File: src/rtl/i2s_pkg.sv
// Shared constants, bit-counter type and sample truncation helper for the I2S output stage.
package i2s_pkg;

  localparam int SLOT_BITS  = 32;
  localparam int FRAME_BITS = 64;

  typedef logic [$clog2(FRAME_BITS)-1:0] bit_cnt_t;

  // Keeps the top sample_width bits of a data_width-bit sample (plain truncation, no rounding).
  function automatic logic [63:0] truncate_sample(input logic [63:0] din,
                                                  input int data_width,
                                                  input int sample_width);
    return din >> (data_width - sample_width);
  endfunction

endpackage

File: src/rtl/sample_fifo.sv
// Synchronous FIFO; a push while full is accepted only when a pop happens in the same cycle.
module sample_fifo #(
  parameter int DATA_WIDTH = 24,
  parameter int DEPTH      = 4
) (
  input  logic                    clk,
  input  logic                    reset,
  input  logic                    push,
  input  logic [DATA_WIDTH-1:0]   din,
  input  logic                    pop,
  output logic [DATA_WIDTH-1:0]   dout,
  output logic [$clog2(DEPTH):0]  level,
  output logic                    full,
  output logic                    empty
);

  localparam int AW = $clog2(DEPTH);

  logic [DATA_WIDTH-1:0] mem [DEPTH];
  logic [AW-1:0]         wr_ptr;
  logic [AW-1:0]         rd_ptr;
  logic                  do_push;
  logic                  do_pop;

  assign full    = (level == (AW+1)'(DEPTH));
  assign empty   = (level == '0);
  assign do_pop  = pop && !empty;
  assign do_push = push && (!full || do_pop);
  assign dout    = mem[rd_ptr];

  always_ff @(posedge clk) begin
    if (do_push) mem[wr_ptr] <= din;
  end

  always_ff @(posedge clk) begin
    if (reset) begin
      wr_ptr <= '0;
      rd_ptr <= '0;
      level  <= '0;
    end else begin
      if (do_push) wr_ptr <= wr_ptr + 1'b1;
      if (do_pop)  rd_ptr <= rd_ptr + 1'b1;
      case ({do_push, do_pop})
        2'b10:   level <= level + 1'b1;
        2'b01:   level <= level - 1'b1;
        default: level <= level;
      endcase
    end
  end

endmodule

File: src/rtl/i2s_output_stage.sv
// Truncates mono samples, buffers them and serializes each one onto both I2S slots.
module i2s_output_stage
  import i2s_pkg::*;
#(
  parameter int DATA_WIDTH   = 32,
  parameter int SAMPLE_WIDTH = 24,
  parameter int BCLK_DIV     = 8,
  parameter int FIFO_DEPTH   = 4
) (
  input  logic                          clk,
  input  logic                          reset,
  input  logic                          sample_valid,
  input  logic [DATA_WIDTH-1:0]         audio_in,
  input  logic                          clear_status,
  output logic                          i2s_bclk,
  output logic                          i2s_lrclk,
  output logic                          i2s_sdata,
  output logic [$clog2(FIFO_DEPTH):0]   fifo_level,
  output logic                          overflow,
  output logic                          underrun
);

  localparam int DIV_W  = $clog2(BCLK_DIV);
  localparam int POS_W  = $clog2(SLOT_BITS);
  localparam logic [DIV_W-1:0] DIV_RISE = DIV_W'(BCLK_DIV/2 - 1);
  localparam logic [DIV_W-1:0] DIV_FALL = DIV_W'(BCLK_DIV - 1);

  logic [DIV_W-1:0]        div_cnt;
  bit_cnt_t                bit_cnt;
  bit_cnt_t                next_bit;
  logic [SAMPLE_WIDTH-1:0] held;
  logic [SAMPLE_WIDTH-1:0] sample_trunc;
  logic [SAMPLE_WIDTH-1:0] fifo_dout;
  logic                    fifo_full;
  logic                    fifo_empty;
  logic                    bclk_fall;
  logic                    frame_start;
  logic                    pop;
  logic                    overflow_evt;
  logic                    underrun_evt;
  logic [POS_W-1:0]        pos;
  logic [POS_W-1:0]        bit_idx;
  logic [SLOT_BITS-1:0]    held_pad;
  logic                    next_sdata;

  assign sample_trunc = SAMPLE_WIDTH'(truncate_sample(64'(audio_in), DATA_WIDTH, SAMPLE_WIDTH));

  assign bclk_fall    = (div_cnt == DIV_FALL);
  assign next_bit     = bit_cnt + bit_cnt_t'(1);
  assign frame_start  = bclk_fall && (next_bit == '0);
  assign pop          = frame_start && !fifo_empty;
  assign overflow_evt = sample_valid && fifo_full && !pop;
  assign underrun_evt = frame_start && fifo_empty;

  sample_fifo #(
    .DATA_WIDTH (SAMPLE_WIDTH),
    .DEPTH      (FIFO_DEPTH)
  ) u_fifo (
    .clk   (clk),
    .reset (reset),
    .push  (sample_valid),
    .din   (sample_trunc),
    .pop   (pop),
    .dout  (fifo_dout),
    .level (fifo_level),
    .full  (fifo_full),
    .empty (fifo_empty)
  );

  // Slot position 0 carries the one-bit I2S delay; MSB goes out at position 1.
  assign pos      = next_bit[POS_W-1:0];
  assign bit_idx  = POS_W'(SAMPLE_WIDTH) - pos;
  assign held_pad = {{(SLOT_BITS-SAMPLE_WIDTH){1'b0}}, held};

  always_comb begin
    next_sdata = 1'b0;
    if (pos != '0 && pos <= POS_W'(SAMPLE_WIDTH)) next_sdata = held_pad[bit_idx];
  end

  always_ff @(posedge clk) begin
    if (reset) begin
      div_cnt   <= '0;
      bit_cnt   <= '0;
      held      <= '0;
      i2s_bclk  <= 1'b0;
      i2s_lrclk <= 1'b0;
      i2s_sdata <= 1'b0;
      overflow  <= 1'b0;
      underrun  <= 1'b0;
    end else begin
      div_cnt <= bclk_fall ? '0 : div_cnt + 1'b1;
      if (div_cnt == DIV_RISE) i2s_bclk <= 1'b1;
      if (bclk_fall) begin
        i2s_bclk  <= 1'b0;
        bit_cnt   <= next_bit;
        i2s_lrclk <= next_bit[POS_W];
        i2s_sdata <= next_sdata;
        if (pop) held <= fifo_dout;
      end
      if (overflow_evt)      overflow <= 1'b1;
      else if (clear_status) overflow <= 1'b0;
      if (underrun_evt)      underrun <= 1'b1;
      else if (clear_status) underrun <= 1'b0;
    end
  end

endmodule
File: config.mk
export PLATFORM = sky130hd
export DESIGN_NAME = i2s_output_stage
export DESIGN_NICKNAME = d
export VERILOG_FILES = /design/src/rtl/i2s_pkg.sv /design/src/rtl/sample_fifo.sv /design/src/rtl/i2s_output_stage.sv
export SDC_FILE = /design/constraint.sdc
export NUM_CORES = 1
export LEC_CHECK = 0
export CAP_MARGIN = 10
export CORE_AREA = 2 2 141 143
export CTS_CLUSTER_SIZE = 16
export DETAILED_ROUTE_END_ITERATION = 8
export DIE_AREA = 0 0 143 145
export HOLD_SLACK_MARGIN = 0.05
export PLACE_DENSITY_LB_ADDON = 0.15
export RECOVER_POWER = 100
export SLEW_MARGIN = 20
export SYNTH_ARGS = -nofsm -noshare
export SYNTH_HDL_FRONTEND = slang
export SYNTH_SLANG_ARGS = --single-unit
File: constraint.sdc
create_clock -name clk -period 6.2 [get_ports clk]
set_clock_uncertainty 0.05 [all_clocks]
set_input_delay 0.93 -clock clk [delete_from_list [all_inputs] [get_ports clk]]
set_output_delay 0.93 -clock clk [all_outputs]
set_load 0.02 [all_outputs]
* Word level (Yosys, flattened, before mapping)
Memories as Yosys holds them, arrays and structs flattened. A register that Yosys moved wholly into a read port is not among the register bits.
Index checks and enable logic that the tools add are counted.
** Storage, ports and cells
- Memories :: 1
- Word-level logic and storage cells :: 54
- Bits in registers :: 21
- Input port bits :: 36
- Output and inout port bits :: 8
- Bits in writable memories :: 96
** Memory list
- u_fifo.mem :: depth 4, bits a word 24, read ports 1, clocked after Yosys merged registers in 1, wr ports 1, RTL line sample_fifo.sv:19 : logic [DATA_WIDTH-1:0] mem [DEPTH];
** Operators by class
- Muxes and demuxes :: 9
- Reductions and logical operators :: 20
- Equal/unequal tests :: 5
- Order comparisons :: 2
- Add/subtract/negate cells :: 7
** Operator list (count)
- 1-bit logical AND :: 8
- 1-bit 2-to-1 mux :: 7
- 3-bit by 1-bit adder with 3-bit output, second input constant :: 2
- 6-bit by 1-bit adder with 6-bit output, second input constant :: 1
- 3-bit == test, second input constant :: 2
- 6-bit logical NOT :: 1
- 5-bit by 6-bit less-than comparator with 1-bit output, second input constant :: 1
- 3-bit case mux with 2 select lines :: 1
- 2-bit nonzero test :: 3
- 1-bit binary-select mux with 5-bit select :: 1
- 5-bit <= comparator, second input constant :: 1
- 5-bit nonzero test :: 1
- 5-bit subtractor, first input constant :: 1
- 2-bit by 1-bit adder with 2-bit output, second input constant :: 2
- 3-bit by 2-bit == test with 1-bit output, second input constant :: 1
- 1-bit logical NOT :: 3
- 3-bit logical NOT :: 1
- 3-bit by 1-bit subtractor with 3-bit output, second input constant :: 1
- 2-bit by 1-bit == test with 1-bit output, second input constant :: 1
- 2-bit == test, second input constant :: 1
- 2-bit AND reduction :: 1
- 2-bit OR reduction :: 1
- 1-bit logical OR :: 1

* Longest topological paths before layout
Gate-level depths: netlist of run 1.
- Word-level depth :: 9
- Mapped depth :: 15
- Depth with buffers taken out :: 12

* Cells and area by module
A second synthesis of run 1 with hierarchy kept.
** Second synthesis, totals
- Cells, all modules :: 360
- Area, all modules :: 5758.0 µm²
** By module, submodules not included
- sample_fifo :: area an instance 3992.6 µm², times used 1, cells an instance 185, sequential area each 3062.9 µm²
- i2s_output_stage :: area an instance 1765.4 µm², times used 1, cells an instance 175, sequential area each 740.7 µm²

* Least setup slack after synthesis of run 1
OpenSTA, ideal clock, no wires.
- Path kind :: register -> register
- Start :: register bit_cnt[1]
- End :: register u_fifo.level[2]
- Library setup time :: 0.070 ns
- Stages on the path, launching flop included :: 16
- Data arrival time :: 2.952 ns
- Data required time :: 6.080 ns
- Path slack :: 3.128 ns
- Path buffers :: 3
- Period minus slack after synthesis :: 3.072 ns
- Cells stage by stage :: dfxtp_1 -> ha_1 -> buf_2 -> nor4b_1 -> a41o_1 -> o2111ai_2 -> or2_1 -> buf_4 -> inv_6 -> buf_6 -> ha_1 -> inv_1 -> fa_1 -> xor2_1 -> or3_1 -> a21oi_1
** On the way
- Word-level cells in the longest chain between the ends :: 9
- Elaborated cells on any way between the ends :: 11
- Those cells by class :: 1 x add/sub; 2 x eq/ne; 1 x mux; 7 x reduce/logical
** Ends and longest elaborated chain
- start: declaration :: RTL line i2s_output_stage.sv:29 : bit_cnt_t bit_cnt;
- start signal: assignment :: RTL line i2s_output_stage.sv:95 : bit_cnt <= next_bit;
- 6-bit by 1-bit adder with 6-bit output (*) :: RTL line i2s_output_stage.sv:49 : assign next_bit = bit_cnt + bit_cnt_t'(1);
- 6-bit logical NOT (*) :: RTL line i2s_output_stage.sv:50 : assign frame_start = bclk_fall && (next_bit == '0);
- 1-bit logical AND (*) :: RTL line i2s_output_stage.sv:50
- 1-bit logical AND (*) :: RTL line i2s_output_stage.sv:51 : assign pop = frame_start && !fifo_empty;
- 1-bit logical AND (*) :: RTL line sample_fifo.sv:27 : assign do_pop = pop && !empty;
- via u_fifo.do_pop :: RTL line sample_fifo.sv:23 : logic do_pop;
- 1-bit logical OR :: RTL line sample_fifo.sv:28 : assign do_push = push && (!full || do_pop);
- 1-bit logical AND :: RTL line sample_fifo.sv:28
- 2-bit by 1-bit == test with 1-bit output or 2-bit == test (tied branches) :: RTL line sample_fifo.sv:43 : case ({do_push, do_pop})
- 3-bit case mux with 2 select lines or 2-bit nonzero test (tied branches)
- end signal: assignment :: RTL line sample_fifo.sv:44 : 2'b10: level <= level + 1'b1;
- end signal: assignment :: RTL line sample_fifo.sv:45 : 2'b01: level <= level - 1'b1;
- end signal: assignment :: RTL line sample_fifo.sv:46 : default: level <= level;
- end: declaration :: RTL line sample_fifo.sv:12 : output logic [$clog2(DEPTH):0] level,
The timed path passes the listed nets; every way through them passes the cells marked *.
A chain may end at the register's enable or synchronous reset.

* Worst setup path in the final report of run 1
- Start :: register bit_cnt[0]
- End :: register u_fifo.level[2]
** On the way
- Word-level cells in the longest chain between the ends :: 9
- Elaborated cells on any way between the ends :: 11
- Those cells by class :: 1 x add/sub; 2 x eq/ne; 1 x mux; 7 x reduce/logical
** Ends and longest elaborated chain (RTL line)
- 6-bit by 1-bit adder with 6-bit output (*) :: i2s_output_stage.sv:49
- 6-bit logical NOT (*) :: i2s_output_stage.sv:50
- 1-bit logical AND (*) :: i2s_output_stage.sv:50
- 1-bit logical AND (*) :: i2s_output_stage.sv:51
- 1-bit logical AND (*) :: sample_fifo.sv:27
- 1-bit logical OR :: sample_fifo.sv:28
- 1-bit logical AND :: sample_fifo.sv:28
- 2-bit by 1-bit == test with 1-bit output or 2-bit == test (tied branches) :: sample_fifo.sv:43
- 3-bit case mux with 2 select lines or 2-bit nonzero test (tied branches)
Every way passes the cells marked *; elsewhere a longest branch is shown, timed or not.

==> results.json, run 1 <==
{
  "die_h_um": 145,
  "power.leakage_uw": 0.00221,
  "hold_violations": 0,
  "vias": 3094,
  "drt_first_pass_iters": 5,
  "internal_power_uw": 1690,
  "synth_nets": 429,
  "nets": 460,
  "antenna_found_initial": 0,
  "grt_max_degree": 44,
  "ir_drop_uv": 187,
  "setup_tns_ns": 0,
  "overflow": 0,
  "finalSetupViolCount": 0,
  "ioPinCount": 44,
  "reg2reg_depth": 11,
  "ctsHoldBuffers": 0,
  "yosysUniqueCellTypes": 46,
  "ys_warn_count": 0,
  "synth_top_area_share_pct": 50.5,
  "rows": 51,
  "cts_sinks": 140,
  "htree_num_levels": 4,
  "cp_max_fo": 26,
  "crit_path_start_kind": "flop",
  "drtAntennaViolNets": 0,
  "synth-main-ff-cell": "edfxtp_1",
  "grt_use_total_pct": 11.7,
  "min_path_type": "flop to flop",
  "async_flop_share_pct": 0,
  "violations": "capacitance limit, slew limit",
  "switching_power_uw": 454,
  "crit_type": "flop to flop",
  "synth_enable_flop_cells": 96,
  "netlist_top_cells_count": "96 x edfxtp_1, 53 x nand2_1, 44 x dfxtp_1",
  "route.detailed.drc": 0,
  "cts_buffer_depth": 2,
  "cts_resized": 0,
  "tightestPinTransition_ns": 2.08,
  "portBuffers": 35,
  "slew_headroom_pct": -38.9,
  "post_drt_wl_per_cell_um": 16.0,
  "drive_gt1_share_pct": 15.5,
  "cp.required_ns": 6.46,
  "initialDrtViolationCount": 145,
  "wirelength_um": 11000,
  "root_buffer": "clkbuf_16",
  "place_congestion": 0.693,
  "startpoint": "bit_cnt[0]",
  "synth_area_leader_cell": "edfxtp_1",
  "clk_pin_slew_ns": 0.06,
  "grt_pass1_vias": 3286,
  "period_minus_slack_ns": 4.56,
  "cts_setup_buffers": 0,
  "critPathCaptureType": "flop",
  "start_util_pct": 29.7,
  "synthesis.area_sq_um": 5700,
  "p_per_area_nw_per_um2": 313,
  "tritoncts.num_buffers": 17,
  "hpwl_um": 6400,
  "maxSlewViolCount": 170,
  "yosysMostFrequentCell": "edfxtp_1",
  "design.core.area_sq_um": 19200,
  "grt_first_pass_wirelength_um": 18100,
  "max_freq_mhz": 219,
  "netlist_instances": 382,
  "r2r_slack_ns": 1.64,
  "dieArea_sq_um": 20700,
  "rsz0062_at_grt": "no",
  "netlist_top_cells_area": "edfxtp_1 51%, dfxtp_1 15%, mux4_2 12%, nand2_1 3.5%, a21oi_1 2.5%",
  "antenna_cells": 0,
  "fin_util_pct": 35.6,
  "max_cap_violations": 6,
  "syn_to_final_growth_pct": 20.1,
  "fin_hold_ws_ns": 0.384,
  "viasPerCell": 4.48,
  "pwr-share-comb_pct": 4.0,
  "ys_seq_elements": 140,
  "rr_endpoint": "u_fifo.level[2]",
  "syn_area_per_cell_sq_um": 14.9,
  "clock_latency_ns": 0.42,
  "timing.rr.start": "bit_cnt[0]",
  "cts_tree": "done",
  "finalCritPeriodShare_pct": 73.5,
  "critPathArrivalTime_ns": 4.82,
  "seqPwrFrac_pct": 48.9,
  "die_x_um": 143,
  "yosysSeqAreaShare_pct": 66.0,
  "p_sw_share_pct": 21.2,
  "status": "complete, but fails checks",
  "clockPowerShare_pct": 47.1,
  "worstSetupEndpoint": "u_fifo.level[2]"
}
==> cells in the final DEF (no fill, tap or decap), types with 2 or more instances in the layout <==
cell type / instances
o21ai_0: 3
xnor2_1: 7
dlygate4sd3_1: 33
o21a_1: 3
clkbuf_16: 17
clkbuf_1: 2
a21oi_1: 29
ha_1: 10
o2111ai_1: 3
inv_1: 9
nand2b_1: 2
bufinv_16: 2
inv_6: 6
clkinvlp_4: 2
nand2_1: 53
nand3_1: 3
nor3_1: 3
nor2b_1: 2
and2_0: 4
clkbuf_8: 2
edfxtp_1: 96
nand4_1: 3
nor2_1: 18
clkdlybuf4s50_1: 2
xor2_1: 8
dfxtp_1: 42
clkinv_2: 3
mux4_2: 30
mux2i_1: 7
a31oi_1: 2
==> worst max-delay path, cell delays in order (launching register included) <==
cell and delay (ns):
dfxtp_1 0.73, and3_1 0.50, a31oi_1 0.14, o2111ai_1 0.46
or2_0 1.21, inv_6 0.25, ha_1 0.34, inv_1 0.08
fa_1 0.18, xor2_1 0.07, or3_1 0.31, a21oi_1 0.15
==> flip-flops by register name (all words and copies together) (netlist names) <==
name           cells
i2s_lrclk          1
u_fifo.mem        96
overflow           1
held              24
bit_cnt            5
i2s_bclk           1
u_fifo.level       3
u_fifo.wr_ptr      2
u_fifo.rd_ptr      2
underrun           1
div_cnt            3
i2s_sdata          1
==> cells by family after synthesis <==
group | share of synthesized area [%]
AND/OR/NAND/NOR | 8.05
buffers and inverters | 2.96
AO/OA/AOI/OAI | 4.59
adder cells (fa/ha/maj) | 2.54
multiplexers | 13.1
flip-flops | 66.0
XOR/XNOR | 2.79
==> through the flow <==
stage	power, uW	cell area, sq um	worst slack (ns)	std cells
after detailed placement	1160	6270	1.99	659
after global routing	2220	6850	1.16	691
after floorplan	1110	5700	3.13	382
after global placement	1160	6270	2.08	659
after CTS	2180	6860	1.97	691
final	2140	6850	1.64	691
==> power by group through the flow <==
| stage | logic [uW] | clock network, uW | registers [uW] |
|---|---|---|---|
| 3_3_place_gp | 91.8 | 0 | 1070 |
| 3_5_place_dp | 92.6 | 0 | 1070 |
| 6_report | 85.7 | 1010 | 1050 |
| 5_1_grt | 96.5 | 1080 | 1050 |
| 4_1_cts | 93.6 | 1040 | 1050 |
| 2_1_floorplan | 44.8 | 0 | 1070 |
==> per-layer routing <==
| metal | global-route usage (%) | wire length, um | vias to the layer above |
|---|---|---|---|
| met5 | 0 | 0 | - |
| met4 | 4.60 | 142 | 0 |
| met3 | 3.53 | 343 | 10 |
| met2 | 18.8 | 5440 | 47 |
| met1 | 14.7 | 5100 | 1552 |
| li1 | - | - | 1485 |
==> cell type report <==
cell class | instances | area [sq um]
fill | 1859 | 12400
sequential | 140 | 3770
multi-input combinational | 208 | 1760
clock buffer | 20 | 457
timing repair buffer | 36 | 354
tap | 265 | 332
clock inverter | 12 | 134
inverter | 10 | 42.5
==> how the worst min path moves through the flow <==
stage                          start  cells after the start    endpoint  slack [ns]
after CTS                 div_cnt[0]                      1  div_cnt[0]        0.38
after detailed placement  div_cnt[0]                      1  div_cnt[0]        0.38
after global placement    div_cnt[0]                      1  div_cnt[0]        0.37
final                     div_cnt[0]                      1  div_cnt[0]        0.38
after floorplan           div_cnt[0]                      1  div_cnt[0]        0.35
after global routing      div_cnt[0]                      1  div_cnt[0]        0.41
Power figures use the tool's default switching activity.
==> run 2, diff against run 1 <==
- clock period: 6.2 -> 4.65 ns (I/O delays scaled with it)
==> results.json, run 2 (synthesis results as in run 1) <==
{
  "period_minus_slack_ns": 3.94,
  "critPathArrivalTime_ns": 4.22,
  "setup_tns_ns": 0,
  "critPathMaxStageDelay_ns": 0.64,
  "route.detailed.drc": 0,
  "hold_violations": 0,
  "initialDrtViolationCount": 110,
  "placed_area_sq_um": 6280,
  "root_buffer": "clkbuf_16",
  "critPathCaptureType": "flop",
  "nFillCells": 1868,
  "drt_first_pass_iters": 4,
  "top_regs": "u_fifo.mem (96), held (24), bit_cnt (5)",
  "syn_to_final_growth_pct": 19.6,
  "drtAntennaViolNets": 0,
  "wirelength_um": 10900,
  "crit_path_start_kind": "flop",
  "finalSetupViolCount": 0,
  "cts_buffer_depth": 2,
  "max_cap_violations": 0,
  "crit_type": "flop to flop",
  "crit_path_cell_trace": "and3_1 > and4_1 > o2111ai_1 > or2_1 > inv_6 > ha_1 > inv_1 > fa_1 > xor2_1 > or3_1 > a21oi_1",
  "cts_setup_buffers": 0,
  "dp.cells": 661,
  "clk_pin_slew_ns": 0.06,
  "pwr-share-comb_pct": 4.1,
  "rows": 51,
  "grt_pass1_vias": 3197,
  "dieArea_sq_um": 20700,
  "switching_power_uw": 585,
  "seq_area_sq_um": 3770,
  "grt_use_total_pct": 11.4,
  "drive_gt1_share_pct": 14.8,
  "maxSlewViolCount": 0,
  "fin_ws_ns": 0.714,
  "cp.required_ns": 4.93,
  "htree_num_levels": 4,
  "finish.instance_area_sq_um": 6820,
  "place_congestion": 0.716,
  "viasPerCell": 4.47,
  "post_drt_wl_per_cell_um": 15.7,
  "die_x_um": 143,
  "tightestPinTransition_ns": 1.45,
  "cts_sinks": 140,
  "min_path_type": "flop to flop",
  "rsz0062_at_grt": "no",
  "finalCritPeriodShare_pct": 84.6,
  "largest_reg_flops": 96,
  "die_h_um": 145,
  "grt_max_degree": 27,
  "largest-register": "u_fifo.mem",
  "start_util_pct": 29.7,
  "power.leakage_uw": 0.00221,
  "clockPowerShare_pct": 46.0,
  "cts_tree": "done",
  "p_per_area_nw_per_um2": 410,
  "cp_max_fo": 26,
  "internal_power_uw": 2210,
  "ioPinCount": 44,
  "seqPwrFrac_pct": 49.9,
  "portBuffers": 35,
  "ctsHoldBuffers": 0,
  "max_freq_mhz": 254,
  "final_common_cell": "edfxtp_1",
  "ir_drop_uv": 231,
  "slew_headroom_pct": 3.61,
  "tritoncts.num_buffers": 17,
  "overflow": 0,
  "nets": 462,
  "vias": 3088,
  "layout.cells.most_common_list": "96 x edfxtp_1, 53 x nand2_1, 42 x dfxtp_1",
  "p_sw_share_pct": 20.9,
  "fin_cells": 691,
  "cts_resized": 0,
  "place_ws_ns": 0.758,
  "fin_util_pct": 35.5,
  "grt_first_pass_wirelength_um": 17800,
  "multi_input_area_sq_um": 1760,
  "antenna_cells": 0,
  "clock_latency_ns": 0.41,
  "hpwl_um": 6530,
  "status": "finished clean",
  "cp_slowest_cell": "or2_1",
  "antenna_found_initial": 0,
  "design.core.area_sq_um": 19200
}
[run 2: changes by cell type in the layout (fill, tap and decap cells not counted)]
cell and change:
buf_4 +2, or2_0 -1, inv_6 -2, clkinv_2 -1, and2_0 -4, or2_1 +1
clkbuf_8 -2, and2_1 +4, clkinv_1 +3
[run 2: worst max-delay path: cells and delay by family (launching register included)]
family / cells / cell delay [ns]
fa+ha+maj: 2 / 0.60
buf+inv: 2 / 0.39
simple gates: 4 / 1.64
xor+xnor: 1 / 0.16
flops: 1 / 0.60
compound gates: 2 / 0.41
[run 2: final cells by class]
class	count	area share (%)
Sequential cell	140	55.2
Multi-Input combinational cell	208	25.8
Clock buffer	18	6.29
Timing Repair Buffer	38	5.41
Tap cell	265	4.86
Clock inverter	12	1.80
Inverter	10	0.624
[run 2: path summary, 6_finish.rpt]
kind / from / endpoint / slack [ns] / cells after the start
hold reg to reg: div_cnt[0] / div_cnt[0] / 0.38 / 1
setup reg to reg: bit_cnt[2] / u_fifo.level[2] / 0.71 / 11
hold / removal: div_cnt[0] / div_cnt[0] / 0.38 / 1
setup / recovery: bit_cnt[2] / u_fifo.level[2] / 0.71 / 11
[run 2: metal layers]
metal  global-route usage (%)  vias up  routed length (um)
met5                        0        -                   0
met4                     4.01        0                 152
met3                     3.43       10                 327
met2                     17.8       39                5290
met1                     15.0     1553                5090
li1                         -     1486                   -
[run 2: power groups by stage]
stage          clock [uW]  combinational, uW  sequential (uW)
6_report             1290                114             1400
5_1_grt              1380                129             1400
4_1_cts              1330                126             1400
3_5_place_dp            0                126             1420
3_3_place_gp            0                123             1420
2_1_floorplan           0               59.8             1420
[run 2: metrics by stage]
stage          power (uW)  hold WS (ns)
2_1_floorplan        1480         0.354
3_3_place_gp         1540         0.366
3_5_place_dp         1550         0.378
4_1_cts              2850         0.387
5_1_grt              2910         0.404
6_report             2800         0.383
==> run 3, diff against run 2 <==
- clock period: 4.65 -> 3.5 ns (I/O delays scaled with it)
==> results.json, run 3 (synthesis results as in run 1) <==
{
  "finalPower_uw": 3740,
  "die_h_um": 145,
  "dp.cells": 671,
  "largest_reg_flops": 96,
  "finalSetupViolCount": 0,
  "hpwl_um": 6780,
  "fin_cells": 703,
  "worst-path-buf-inv": 2,
  "setup_tns_ns": 0,
  "max_cap_violations": 0,
  "cts_tree": "done",
  "fin_hold_ws_ns": 0.378,
  "critPathCaptureType": "flop",
  "status": "finished clean",
  "initialDrtViolationCount": 181,
  "place_ws_ns": 0.390,
  "crit_path_cell_trace": "ha_1 > nor4b_1 > a41o_1 > o2111ai_1 > or2_1 > clkinvlp_2 > ha_1 > inv_1 > fa_1 > xor2_1 > or3_1 > a21oi_1",
  "drtAntennaViolNets": 0,
  "start_util_pct": 29.7,
  "design.core.area_sq_um": 19200,
  "reg2reg_depth": 12,
  "route.detailed.drc": 0,
  "ioPinCount": 44,
  "die_x_um": 143,
  "nets": 472,
  "drive_gt1_share_pct": 18.0,
  "cp_num_cells": 12,
  "p_per_area_nw_per_um2": 541,
  "cts_setup_buffers": 0,
  "largest-register": "u_fifo.mem",
  "max_freq_mhz": 315,
  "post_drt_wl_per_cell_um": 15.8,
  "tritoncts.num_buffers": 17,
  "cp_max_fo": 8,
  "multi_input_area_sq_um": 1760,
  "nFillCells": 1863,
  "grt_first_pass_wirelength_um": 17900,
  "finalCritPeriodShare_pct": 90.7,
  "top_regs": "u_fifo.mem (96), held (24), bit_cnt (5)",
  "grt_pass1_vias": 3235,
  "critPathArrivalTime_ns": 3.46,
  "period_minus_slack_ns": 3.17,
  "hold_path_depth": 1,
  "min_path_type": "flop to flop",
  "vias": 3131,
  "cts_buffer_depth": 2,
  "fin_ws_ns": 0.327,
  "seq_area_sq_um": 3770,
  "crit_path_start_kind": "flop",
  "crit_family": "simple AND/OR/NAND/NOR gates",
  "critPathMaxStageDelay_ns": 0.45,
  "ir_drop_uv": 329,
  "place_congestion": 0.681,
  "clock_latency_ns": 0.41,
  "root_buffer": "clkbuf_16",
  "antenna_cells": 0,
  "dieArea_sq_um": 20700,
  "crit_type": "flop to flop",
  "wirelength_um": 11100,
  "viasPerCell": 4.45,
  "final_common_cell": "edfxtp_1",
  "cp.required_ns": 3.79,
  "grt_max_degree": 33,
  "drt_first_pass_iters": 4,
  "syn_to_final_growth_pct": 21.1,
  "maxSlewViolCount": 0,
  "rows": 51,
  "cts_resized": 0,
  "layout.cells.most_common_list": "96 x edfxtp_1, 53 x nand2_1, 42 x dfxtp_1",
  "power.leakage_uw": 0.00226,
  "cts_sinks": 140,
  "antenna_found_initial": 0,
  "clk_pin_slew_ns": 0.06,
  "cp_slowest_cell": "dfxtp_1",
  "ctsHoldBuffers": 0,
  "rsz0062_at_grt": "no",
  "slew_headroom_pct": 48.6,
  "tightestPinTransition_ns": 0.771,
  "htree_num_levels": 4,
  "portBuffers": 35,
  "grt_use_total_pct": 11.6,
  "overflow": 0,
  "cp_common_cell": "ha_1",
  "hold_violations": 0
}
[run 3: cell types whose count changed in the layout (fill, tap and decap cells not counted), sizes merged]
cell,previous run,this run
clkdlybuf4s50,2,3
inv,13,12
dlygate4sd3,33,32
clkinvlp,2,3
clkinv,5,8
buf,2,6
clkbuf,19,24
[run 3: layer usage]
layer	GRT usage [%]	vias to the layer above	share of wire (%)
met2	18.4	55	49
met4	4.06	0	1.3
met5	0	-	0
met3	3.56	11	3.5
li1	-	1501	-
met1	14.9	1564	46
[run 3: path summary, 6_finish.rpt]
check / endpoint / slack [ns] / from
worst max-delay path: u_fifo.level[2] / 0.33 / bit_cnt[1]
worst min-delay path: div_cnt[0] / 0.38 / div_cnt[0]
worst max register to register: u_fifo.level[2] / 0.33 / bit_cnt[1]
worst min register to register: div_cnt[0] / 0.38 / div_cnt[0]
[run 3: final cells by class]
| class | count | area share (%) |
|---|---|---|
| clock buffer | 17 | 6.16 |
| clock inverter | 15 | 2.10 |
| inverter | 10 | 0.561 |
| multi-input combinational | 208 | 25.5 |
| sequential | 140 | 54.5 |
| tap | 265 | 4.80 |
| timing repair buffer | 48 | 6.34 |
[run 3: per-stage QoR]
stage / util [%] / instance area (sq um)
2_1_floorplan: - / 5700
3_3_place_gp: 33.1 / 6360
3_5_place_dp: 33.1 / 6360
4_1_cts: 36.1 / 6930
5_1_grt: 36.0 / 6910
6_report: 36.0 / 6910
[run 3: worst reg2reg max path, stage by stage (launching register included)]
cell,delay (ns)
dfxtp_1,0.45
ha_1,0.33
nor4b_1,0.27
a41o_1,0.17
o2111ai_1,0.25
or2_1,0.31
clkinvlp_2,0.09
ha_1,0.18
inv_1,0.06
fa_1,0.37
xor2_1,0.15
or3_1,0.30
a21oi_1,0.13
[run 3: power breakdown]
group	switching [uW]	total [uW]	internal, uW	leakage, uW
Sequential	18.2	1850	1840	0.00124
Clock	683	1730	1040	0.000276
Combinational	89.1	157	67.9	0.000743
